<file path="src/rtl/unit_input_pkt.sv">
// unit_input_pkt: narrow-bus packets buffered in a FIFO, assembled into 32-bit words for the selected thread's memory; UNIT_INPUT_LEN_CHECK_EN enables length checking.
// Latency: a sub-word pops 1 cycle after it is written; a word shows empty=0 1 cycle after its last pop; thread search samples ts_rd TS_LATENCY cycles after ts_num moves.
// Backpressure: afull from registered FIFO fill during LOAD, writes into a full FIFO are dropped; ready stays low until an idle thread is found.
module unit_input_pkt #(
  parameter int N_THREADS   = 16,
  parameter int INPUT_WIDTH = 8,
  parameter int RATIO       = 32 / INPUT_WIDTH,
  parameter int BUF_DEPTH   = 32,
  parameter int AFULL_SIZE  = 13,
  parameter int MEM_ADDR_W  = 6,
  parameter int TS_W        = 2,
  parameter int TS_NONE     = 0,
  parameter int TS_WR_RDY   = 1,
  parameter int TS_LATENCY  = 4,
  parameter int ENTRY_PT_W  = 3,
  localparam int TN_W = (N_THREADS > 1) ? $clog2(N_THREADS) : 1
) (
  input  logic                       CLK,
  input  logic                       RST_N,
  input  logic [INPUT_WIDTH-1:0]     in,
  input  logic                       ctrl,
  input  logic                       wr_en,
  output logic                       afull,
  output logic                       ready,
  output logic [31:0]                out,
  output logic [TN_W+MEM_ADDR_W-1:0] mem_addr,
  input  logic                       rd_en,
  output logic                       empty,
  output logic [TN_W-1:0]            ts_num,
  output logic                       ts_wr_en,
  output logic [TS_W-1:0]            ts_wr,
  input  logic [TS_W-1:0]            ts_rd,
  output logic [ENTRY_PT_W-1:0]      entry_pt_curr,
  output logic                       pkt_err
);

  localparam int BW = $clog2(BUF_DEPTH);
  localparam int KW = (RATIO > 1) ? $clog2(RATIO) : 1;
  localparam int LW = 4;
  localparam logic [BW:0]       DEPTH_C   = (BW+1)'(BUF_DEPTH);
  localparam logic [BW:0]       AFULL_C   = (BW+1)'(BUF_DEPTH - AFULL_SIZE);
  localparam logic [KW-1:0]     K_LAST    = KW'(RATIO - 1);
  localparam logic [LW-1:0]     LAT_C     = LW'(TS_LATENCY);
  localparam logic [TS_W-1:0]   TS_NONE_C = TS_W'(TS_NONE);
  localparam logic [TN_W-1:0]   TN_LAST   = TN_W'(N_THREADS - 1);

  typedef enum logic [2:0] {
    S_IDLE, S_SKIP, S_LOAD, S_DRAIN, S_SRCH_INC, S_SRCH_WAIT
  } state_t;

  state_t                 state_q, state_d;
  logic [INPUT_WIDTH-1:0] buf_mem [BUF_DEPTH];
  logic [BW:0]            wr_ptr, rd_ptr, fill;
  logic                   fifo_empty, fifo_full, push, pop;
  logic [INPUT_WIDTH-1:0] fifo_rd;
  logic [KW-1:0]          sub_k;
  logic [MEM_ADDR_W-1:0]  waddr;
  logic [LW-1:0]          lat_cnt;
  logic hdr_data, hdr_ep, drain_done, pad, len_err, thr_free;

  // Extra pointer bit distinguishes full from empty.
  assign fill       = wr_ptr - rd_ptr;
  assign fifo_empty = (fill == '0);
  assign fifo_full  = (fill == DEPTH_C);
  assign push       = (state_q == S_LOAD) && wr_en && !fifo_full;
  assign pop        = !fifo_empty && empty;
  assign fifo_rd    = buf_mem[rd_ptr[BW-1:0]];
  assign mem_addr   = {ts_num, waddr};
  assign ts_wr      = TS_W'(TS_WR_RDY);

  always_ff @(posedge CLK) begin
    if (push) buf_mem[wr_ptr[BW-1:0]] <= in;
  end

  always_comb begin
    state_d    = state_q;
    hdr_data   = 1'b0;
    hdr_ep     = 1'b0;
    drain_done = 1'b0;
    pad        = 1'b0;
    len_err    = 1'b0;
    thr_free   = 1'b0;
    case (state_q)
      S_IDLE: if (wr_en && ctrl) begin
        if (in[2:0] == 3'd0) begin
          hdr_data = 1'b1;
          state_d  = S_LOAD;
        end else begin
          hdr_ep  = (in[2:0] == 3'd1);
          state_d = S_SKIP;
        end
      end
      S_SKIP: if (wr_en && ctrl) state_d = S_IDLE;
      S_LOAD: if (wr_en && ctrl) state_d = S_DRAIN;
      S_DRAIN: if (fifo_empty && empty) begin
        if (sub_k == '0) begin
          drain_done = 1'b1;
          state_d    = S_SRCH_INC;
        end else begin
`ifdef UNIT_INPUT_LEN_CHECK_EN
          len_err = 1'b1;
          state_d = S_IDLE;
`else
          pad = 1'b1;
`endif
        end
      end
      S_SRCH_INC: state_d = S_SRCH_WAIT;
      S_SRCH_WAIT: if (lat_cnt == LAT_C) begin
        if (ts_rd == TS_NONE_C) begin
          thr_free = 1'b1;
          state_d  = S_IDLE;
        end else begin
          state_d = S_SRCH_INC;
        end
      end
      default: state_d = S_IDLE;
    endcase
  end

  always_ff @(posedge CLK or negedge RST_N) begin
    if (!RST_N) begin
      state_q       <= S_IDLE;
      wr_ptr        <= '0;
      rd_ptr        <= '0;
      sub_k         <= '0;
      out           <= '0;
      empty         <= 1'b1;
      waddr         <= '0;
      ts_num        <= '0;
      ts_wr_en      <= 1'b0;
      lat_cnt       <= '0;
      ready         <= 1'b1;
      afull         <= 1'b0;
      entry_pt_curr <= '0;
    end else begin
      state_q  <= state_d;
      ts_wr_en <= drain_done;
      afull    <= (state_q == S_LOAD) && (fill >= AFULL_C);
      if (push) wr_ptr <= wr_ptr + 1'b1;
      // Sub-word 0 clears the word so a short residual comes out zero-padded.
      if (pop) begin
        rd_ptr <= rd_ptr + 1'b1;
        if (sub_k == '0) out <= 32'(fifo_rd);
        else             out[int'(sub_k)*INPUT_WIDTH +: INPUT_WIDTH] <= fifo_rd;
        if (sub_k == K_LAST) begin
          sub_k <= '0;
          empty <= 1'b0;
        end else begin
          sub_k <= sub_k + 1'b1;
        end
      end else if (pad) begin
        sub_k <= '0;
        empty <= 1'b0;
      end else if (len_err) begin
        sub_k <= '0;
      end else if (rd_en && !empty) begin
        empty <= 1'b1;
      end
      if (hdr_data)               waddr <= '0;
      else if (rd_en && !empty)   waddr <= waddr + 1'b1;
      if (hdr_data)               ready <= 1'b0;
      else if (thr_free || len_err) ready <= 1'b1;
      if (hdr_ep) entry_pt_curr <= in[ENTRY_PT_W+2:3];
      if (state_q == S_SRCH_INC) begin
        ts_num  <= (ts_num == TN_LAST) ? '0 : ts_num + 1'b1;
        lat_cnt <= '0;
      end else if (state_q == S_SRCH_WAIT && lat_cnt != LAT_C) begin
        lat_cnt <= lat_cnt + 1'b1;
      end
    end
  end

`ifdef UNIT_INPUT_LEN_CHECK_EN
  always_ff @(posedge CLK or negedge RST_N) begin
    if (!RST_N)       pkt_err <= 1'b0;
    else if (len_err) pkt_err <= 1'b1;
  end
`else
  assign pkt_err = 1'b0;
`endif

endmodule

</file>
<file path="config.mk">
export PLATFORM = sky130hd
export DESIGN_NAME = unit_input_pkt
export DESIGN_NICKNAME = d
export VERILOG_FILES = /design/src/rtl/unit_input_pkt.sv
export SDC_FILE = /design/constraint.sdc
export NUM_CORES = 1
export LEC_CHECK = 0
export CAP_MARGIN = 10
export CORE_UTILIZATION = 45
export DETAILED_ROUTE_END_ITERATION = 6
export GPL_TIMING_DRIVEN = 1
export PLACE_DENSITY = 0.65
export SYNTH_ARGS = -nofsm -noshare
export SYNTH_HDL_FRONTEND = slang
export SYNTH_SLANG_ARGS = --single-unit
</file>
<file path="constraint.sdc">
create_clock -name CLK -period 4.45 [get_ports CLK]
set_input_delay 0.6675 -clock CLK [delete_from_list [all_inputs] [get_ports CLK]]
set_output_delay 0.6675 -clock CLK [all_outputs]
set_load 0.1 [all_outputs]
</file>
==> key figures <==
Clock tree
  • Max clock buf depth: 3
  • TritonCTS clock tree: done
  • Clock Latency Late Sink: 0.52 ns
  • Root buf cell: clkbuf_16
  • Clk sink count: 326
  • Worst-path clk slew: 0.06 ns
  • TritonCTS Buffers: 35
  • Hold buffers post-CTS: 0
  • CTS HTree Levels: 2
  • Post-CTS Setup Bufs: 0
  • Cts repair resizes: 0

STA
  • RSZ-0062 raised after global routing: false
  • Final worst slack: 0.9261 ns
  • Worst Tran Pin Value: 1.286 ns
  • Total negative slack: 0 ns
  • Fmax: 0.2838 GHz
  • Fin. Hold Viols: 0
  • Final min period: 3.524 ns
  • Pins over their slew limit: 0
  • Slew HR: 0.1393
  • Layout Skew: 0.02273 ns
  • Crit share post-route: 0.7919
  • Final setup viols: 0

Die
  • I/O pin count: 71
  • Full die area: 30530 um^2
  • Rows: 62
  • Die span in x: 174.7 um
  • Die Height: 174.7 um
  • Starting Density: 0.4627
  • Core Area: 29010 um^2

Pwr
  • VDD IR-drop max: 0.3121 mV
  • Logic pwr share: 0.384
  • Pwr Density: 676.3 nW/um^2
  • Psw: 4027 uW
  • Register share of total power: 0.350
  • Leakage: 0.005495 uW
  • Int Pwr: 6505 uW
  • Clock power share: 0.266
  • Switching part of the total: 0.3824
  • Power, Total: 10530 uW

Yosys
  • Number of flops mapped to enable cells by yosys: 256
  • Top_reg_cell synth: edfxtp_1
  • Synthesized area: 13420 um^2
  • Async SR Flop Fraction: 0.2147
  • Syn. warnings: 0
  • Syn_area_per_cell: 17.04 um^2
  • Post-synthesis sequential area ratio: 0.7033
  • Cell count after synthesis: 788
  • Synth unique cells: 66
  • FF+latch count, synth: 326

Global routing
  • Vias in the first global route: 7384
  • Initial antenna violation count: 0
  • First-pass GRT wire length: 45.09 mm
  • Global route overflow: 0
  • Largest net degree at the start of global routing: 71
  • Overall Global Routing Usage: 0.1987

Hold path
  • Min-Delay Path Class: input port to async pin

Critical path
  • Register-to-Register Path Depth: 7
  • Worst r2r dst: buf_mem[20][2]$_DFFE_PP_
  • Crit path DAT: 3.67 ns
  • Data required, critical path: 4.60 ns
  • Crit start category: flip-flop
  • CP Capture Point: buf_mem[20][2]$_DFFE_PP_
  • Worst setup path start: wr_ptr[2]$_DFFE_PN0P_
  • Critical Path Fanout Max: 12
  • Reg-to-reg startpoint: wr_ptr[2]$_DFFE_PN0P_
  • Reg2reg setup slack: 0.93 ns
  • Critical Path End Type: flip-flop
  • WS Path Type: flip-flop to flip-flop

Drt
  • DRC violations left: 0
  • Via/cell ratio: 5.750
  • DR vias: 7326
  • Drt pass-1 iters: 5
  • Post-Route WL: 29.37 mm
  • DRT iter0 DRCs: 763
  • Avg WL per Cell: 23.05 um
  • Antenna-violating nets left: 0

Placed design
  • Gpl congestion: 0.8331
  • Hpwl dp: 19.11 mm
  • Place WS: 0.9568 ns
  • # port buffers: 67
  • Post-Place Cell Area: 14460 um^2

Cells and area
  • Antenna diode count: 0
  • Final design area excluding fillers: 15570 um^2
  • Area Overhead vs Synth: 16.00%
  • Final nets: 900
  • Filler cells: 2310
  • Layout cells sized above 1: 0.1596

Status
  • Status: completed

Job
  • MaxCap Viol Count: 0
cells in the mapped netlist (5+ instances only):
master | instances | area share
xnor2_1 | 13 | 0.0085
inv_1 | 17 | 0.0048
ha_1 | 19 | 0.018
clkbuf_1 | 20 | 0.0056
and3_1 | 5 | 0.0023
nand3_1 | 10 | 0.0037
mux4_2 | 50 | 0.084
buf_2 | 8 | 0.0030
mux2_2 | 8 | 0.0067
o22ai_1 | 7 | 0.0033
mux2i_1 | 38 | 0.028
o21ai_0 | 5 | 0.0019
a22o_1 | 17 | 0.011
buf_4 | 13 | 0.0073
o221ai_1 | 10 | 0.0065
edfxtp_1 | 256 | 0.57
o2bb2ai_1 | 10 | 0.0065
nand2_1 | 21 | 0.0059
xor2_1 | 9 | 0.0059
a21oi_1 | 15 | 0.0056
nand4_1 | 8 | 0.0037
nor2b_1 | 5 | 0.0023
nand2b_1 | 5 | 0.0023
nor2_1 | 60 | 0.017
nor4_1 | 5 | 0.0023
a211oi_1 | 5 | 0.0028
nor3_1 | 7 | 0.0026
a21o_1 | 6 | 0.0034
a22oi_1 | 17 | 0.0095
dfrtp_1 | 68 | 0.13
nand3b_1 | 6 | 0.0034
routing by layer:
| metal | global-route usage | share of wire | up-vias |
|---|---|---|---|
| met1 | 0.2861 | 0.44 | 3718 |
| met3 | 0.03525 | 0.066 | 53 |
| met4 | 0.06739 | 0.027 | 0 |
| met2 | 0.3064 | 0.46 | 301 |
| li1 | - | - | 3254 |
| met5 | 0 | 0 | - |
power by group through the flow:
stage	Sequential, uW	Clock, uW	Combinational (uW)
2_1_floorplan	4750	0	2010
3_3_place_gp	3740	0	4040
3_5_place_dp	3750	0	4050
4_1_cts	3690	2840	4070
5_1_grt	3720	2970	4270
6_report	3690	2800	4050
cells in the final DEF (no fill, tap or decap), types with 19 or more instances in the layout:
master / Yosys / final
nand2_1: 21 / 21
clkdlybuf4s50_1: 0 / 63
edfxtp_1: 256 / 256
mux4_2: 50 / 50
nor2_1: 60 / 60
dfrtp_1: 68 / 67
clkbuf_16: 0 / 36
mux2i_1: 38 / 38
ha_1: 19 / 19
cell families after synthesis:
kind of cell               share of synthesized area
AOI/OAI and AO/OA                            0.06459
xor gates and xnor gates                     0.01435
adders and majority gates                    0.01920
buffers and inverters                        0.02116
DFF                                           0.7033
muxes                                         0.1208
other                                      0.0005594
and+or+nand+nor                              0.05602
state kept, by name, indices dropped and copies added, names as in the netlist:
signal         cells
state_q            3
entry_pt_curr      3
out               32
buf_mem          256
wr_ptr             6
lat_cnt            4
ts_num             4
ready              1
ts_wr_en           1
empty              1
rd_ptr             6
waddr              6
afull              1
sub_k              2
worst max-delay path, cell delays in order (launching register included):
cell,delay (ns)
dfrtp_1,0.51
ha_1,0.31
or2_1,0.25
o2111a_1,0.26
or2_2,0.32
o211ai_2,0.23
nand3_1,0.50
nor2_1,0.76
worst min path at each step:
stage          slack, ns                 from  cells after the start                     to
2_1_floorplan       0.37                RST_N                      0        afull$_DFF_PN0_
3_3_place_gp        0.46  out[11]$_DFFE_PN0P_                      1    out[11]$_DFFE_PN0P_
3_5_place_dp        0.47  out[11]$_DFFE_PN0P_                      1    out[11]$_DFFE_PN0P_
4_1_cts             0.31                RST_N                      1  wr_ptr[1]$_DFFE_PN0P_
5_1_grt             0.36                RST_N                      1   waddr[4]$_DFFE_PN0P_
6_report            0.28                RST_N                      1  wr_ptr[1]$_DFFE_PN0P_
final cells by class:
| cell class | count | area, um^2 | area share |
|---|---|---|---|
| clock inverter | 17 | 170.2 | 0.01093 |
| tap | 384 | 480.5 | 0.03085 |
| clock buffer | 45 | 944.7 | 0.06066 |
| multi-input combinational | 403 | 3702 | 0.2377 |
| inverter | 17 | 63.81 | 0.004098 |
| timing repair buffer | 82 | 765.7 | 0.04917 |
| sequential | 326 | 9445 | 0.6065 |
metrics by stage:
stage,hold WS [ns],util,std cells
after CTS,0.3090,0.5367,1274
final,0.2815,0.5367,1274
after detailed placement,0.4673,0.4983,1212
after global routing,0.3616,0.5367,1274
after floorplan,0.3719,-,789
after global placement,0.4612,0.4983,1212
No activity file was read; power rests on OpenSTA's default activity.
==> patch (same settings) <==
`MEM_ADDR_W`: 6 -> 4.
--- a/src/rtl/unit_input_pkt.sv
+++ b/src/rtl/unit_input_pkt.sv
@@ -7,7 +7,7 @@
   parameter int RATIO       = 32 / INPUT_WIDTH,
   parameter int BUF_DEPTH   = 32,
   parameter int AFULL_SIZE  = 13,
-  parameter int MEM_ADDR_W  = 6,
+  parameter int MEM_ADDR_W  = 4,
   parameter int TS_W        = 2,
   parameter int TS_NONE     = 0,
   parameter int TS_WR_RDY   = 1,
Ports: changed (resized mem_addr); port bits go from 71 to 69. No check against the original RTL was run, so the function may have changed too.
==> patch against the unedited design <==
Via count is 0.57% higher. Critical path depth up 1. Clock skew rose by 0.0057 ns. Hold slack gained 0.00091 ns. Sequential share of layout area decreased by 0.54 points. Cell count increased by 1.4%. Wire length up 0.80%. Worst setup slack got worse by 0.41 ns. Final area is 0.37% higher. Area after synthesis about the same. Total power down 1.4%. Utilization increased by 0.20 points. Sequential cell count is 2 lower. Critical endpoint is now buf_mem[5][1]. Largest cell class unchanged. Largest power group unchanged.
==> patch: results (changes against the unedited design) <==
Yosys
  • Post-synthesis sequential area ratio: 0.6991 (was 0.7033)
  • Syn Area/Cell: 16.98 µm² (was 17.04 µm²)
  • Warnings from Yosys: 0 (unchanged)
  • Fraction of registers with async set/reset: 0.2099 (was 0.2147)
  • Post-synthesis cell type count: 61 (was 66)
  • Post-synth top cells: 256 x edfxtp_1, 66 x dfrtp_1, 57 x nor2_1 (was 256 x edfxtp_1, 68 x dfrtp_1, 60 x nor2_1)
  • Top post-synthesis cells by area: edfxtp_1 57%, dfrtp_1 12%, mux4_2 8.4% (was edfxtp_1 57%, dfrtp_1 13%, mux4_2 8.4%)
  • EDFF count, synth: 256 (unchanged)

GRT
  • Largest net degree at the start of global routing: 69 (was 71)
  • Vias in the first global route: 7,471 (was 7,384)
  • Initial antenna violation count: 0 (unchanged)
  • First-pass GRT wire length: 45,270 µm (was 45,090 µm)
  • Overall global routing resource usage: 0.1982 (was 0.1987)

Placement
  • IO buf count: 65 (was 67)
  • Routability cong.: 0.7904 (was 0.8331)
  • Placed cell area: 14,570 µm² (was 14,460 µm²)
  • Post-DP HPWL: 18,840 µm (was 19,110 µm)
  • Pre-CTS setup slack: 0.5498 ns (was 0.9568 ns)
  • Placed cell count: 1,229 (was 1,212)

Drt
  • Via count: 7,368 (was 7,326)
  • TritonRoute pass-1 iters: 5 (unchanged)
  • Routed vias/inst: 5.703 (was 5.750)
  • Post-Route WL: 29,600 µm (was 29,370 µm)
  • Iter 0 DRT Violations: 636 (was 763)

Final layout
  • ANT cells: 0 (unchanged)
  • Share of cells above drive strength 1: 0.1806 (was 0.1596)
  • Fillers: 2,374 (was 2,310)
  • Max reg flops: 256 (unchanged)
  • NumNets Final: 917 (was 900)
  • Reg area: 9395 µm² (was 9445 µm²)

Power
  • Net load switching power: 4.075 mW (was 4.027 mW)
  • Pleak: 5.467 nW (was 5.495 nW)
  • Max IR drop VDD: 0.0002768 V (was 0.0003121 V)

Setup path
  • Critical Path Sink Type: flop (unchanged)
  • Crit Path Max Fanout: 11 (was 12)
  • RR Endpoint: buf_mem[5][1] (was buf_mem[20][2])
  • CP startpoint: rd_ptr[4] (was wr_ptr[2])
  • Reg2reg setup slack: 0.51 ns (was 0.93 ns)
  • Arr. time, crit path: 4.08 ns (was 3.67 ns)
  • R2R cell count: 8 (was 7)

Clock network
  • Root Buffer Master: clkbuf_16 (unchanged)
  • Worst-skew pair later-pin latency: 0.53 ns
  • Maximum root-to-sink buffer count: 3 (unchanged)
  • Setup bufs post-CTS: 0 (unchanged)
  • Post-CTS sizing: 0 (unchanged)
  • CTS Buf Count: 34 (was 35)
  • H-tree levels: 2 (unchanged)
  • Clock transition at path regs: 0.06 ns (about the same)

Outcome
  • Status: completed (unchanged)

STA
  • Rel. slew slack: 0.2479 (was 0.1393)
  • Post-route clock period utilization: 0.8844 (was 0.7919)
  • Clock Skew: 0.02842 ns (was 0.02273 ns)

Worst hold path
  • Hold Crit Class: in -> async (unchanged)
patch: cell count changes after synthesis, moves of 4 or more:
| cell | change |
|---|---|
| o2bb2ai_2 | +7 |
| buf_2 | +5 |
| a21o_1 | -5 |
| nand3_1 | +8 |
| o21ai_0 | +6 |
| mux2_2 | +6 |
| mux2i_1 | -4 |
| nor4_1 | -4 |
| o22ai_1 | -5 |
patch: logic make-up (layout without fill, tap and decap cells):
logic type               after synthesis  in the layout  synth area share
XOR/XNOR                              20             20           0.01304
other                                  2              3         0.0005590
AO/OA/AOI/OAI                        111            111           0.06678
adder cells (fa/ha/maj)               20             20           0.01919
buffers and inverters                 66            182           0.02468
AND/OR/NAND/NOR                      150            150           0.05579
multiplexers                          98             98            0.1209
flip-flops                           324            324            0.6991
patch: layer usage:
metal / up-vias / global-route usage / share of wire
li1: 3290 / - / -
met1: 3787 / 0.2751 / 0.44
met2: 251 / 0.3209 / 0.48
met3: 40 / 0.04134 / 0.065
met4: 0 / 0.04891 / 0.019
met5: - / 0 / 0
patch: worst max-delay path, stage by stage (launching register included):
cell	delay [ns]
dfrtp_1	0.57
clkinv_1	0.34
ha_1	0.47
and2_1	0.20
o21a_1	0.17
or2_2	0.29
o211ai_2	0.35
nand3_1	0.43
nor2_1	0.75
patch: worst min path at each step:
stage,startpoint,to,slack (ns),cells after the start
global route,RST_N,out[3],0.35,1
CTS,RST_N,wr_ptr[3],0.31,1
finish,RST_N,out[22],0.28,1
floorplan,RST_N,afull,0.37,0
global placement,out[27],out[27],0.49,1
detailed placement,out[30],out[30],0.49,1
patch: layout make-up:
type                       instances  area share
clock buffer                      42     0.05772
multi-input combinational        402      0.2377
sequential                       324      0.6011
inverter                          20    0.004803
tap                              384     0.03074
clock inverter                    20    0.008405
timing repair buffer             100     0.05956
patch: power by group through the flow:
stage               combinational [mW]  clock [mW]  sequential (mW)
floorplan                         2.03           0             4.69
global placement                  4.04           0             3.72
detailed placement                4.08           0             3.73
CTS                               4.09        2.71             3.67
global route                      4.29        2.81             3.69
finish                            4.06        2.66             3.67
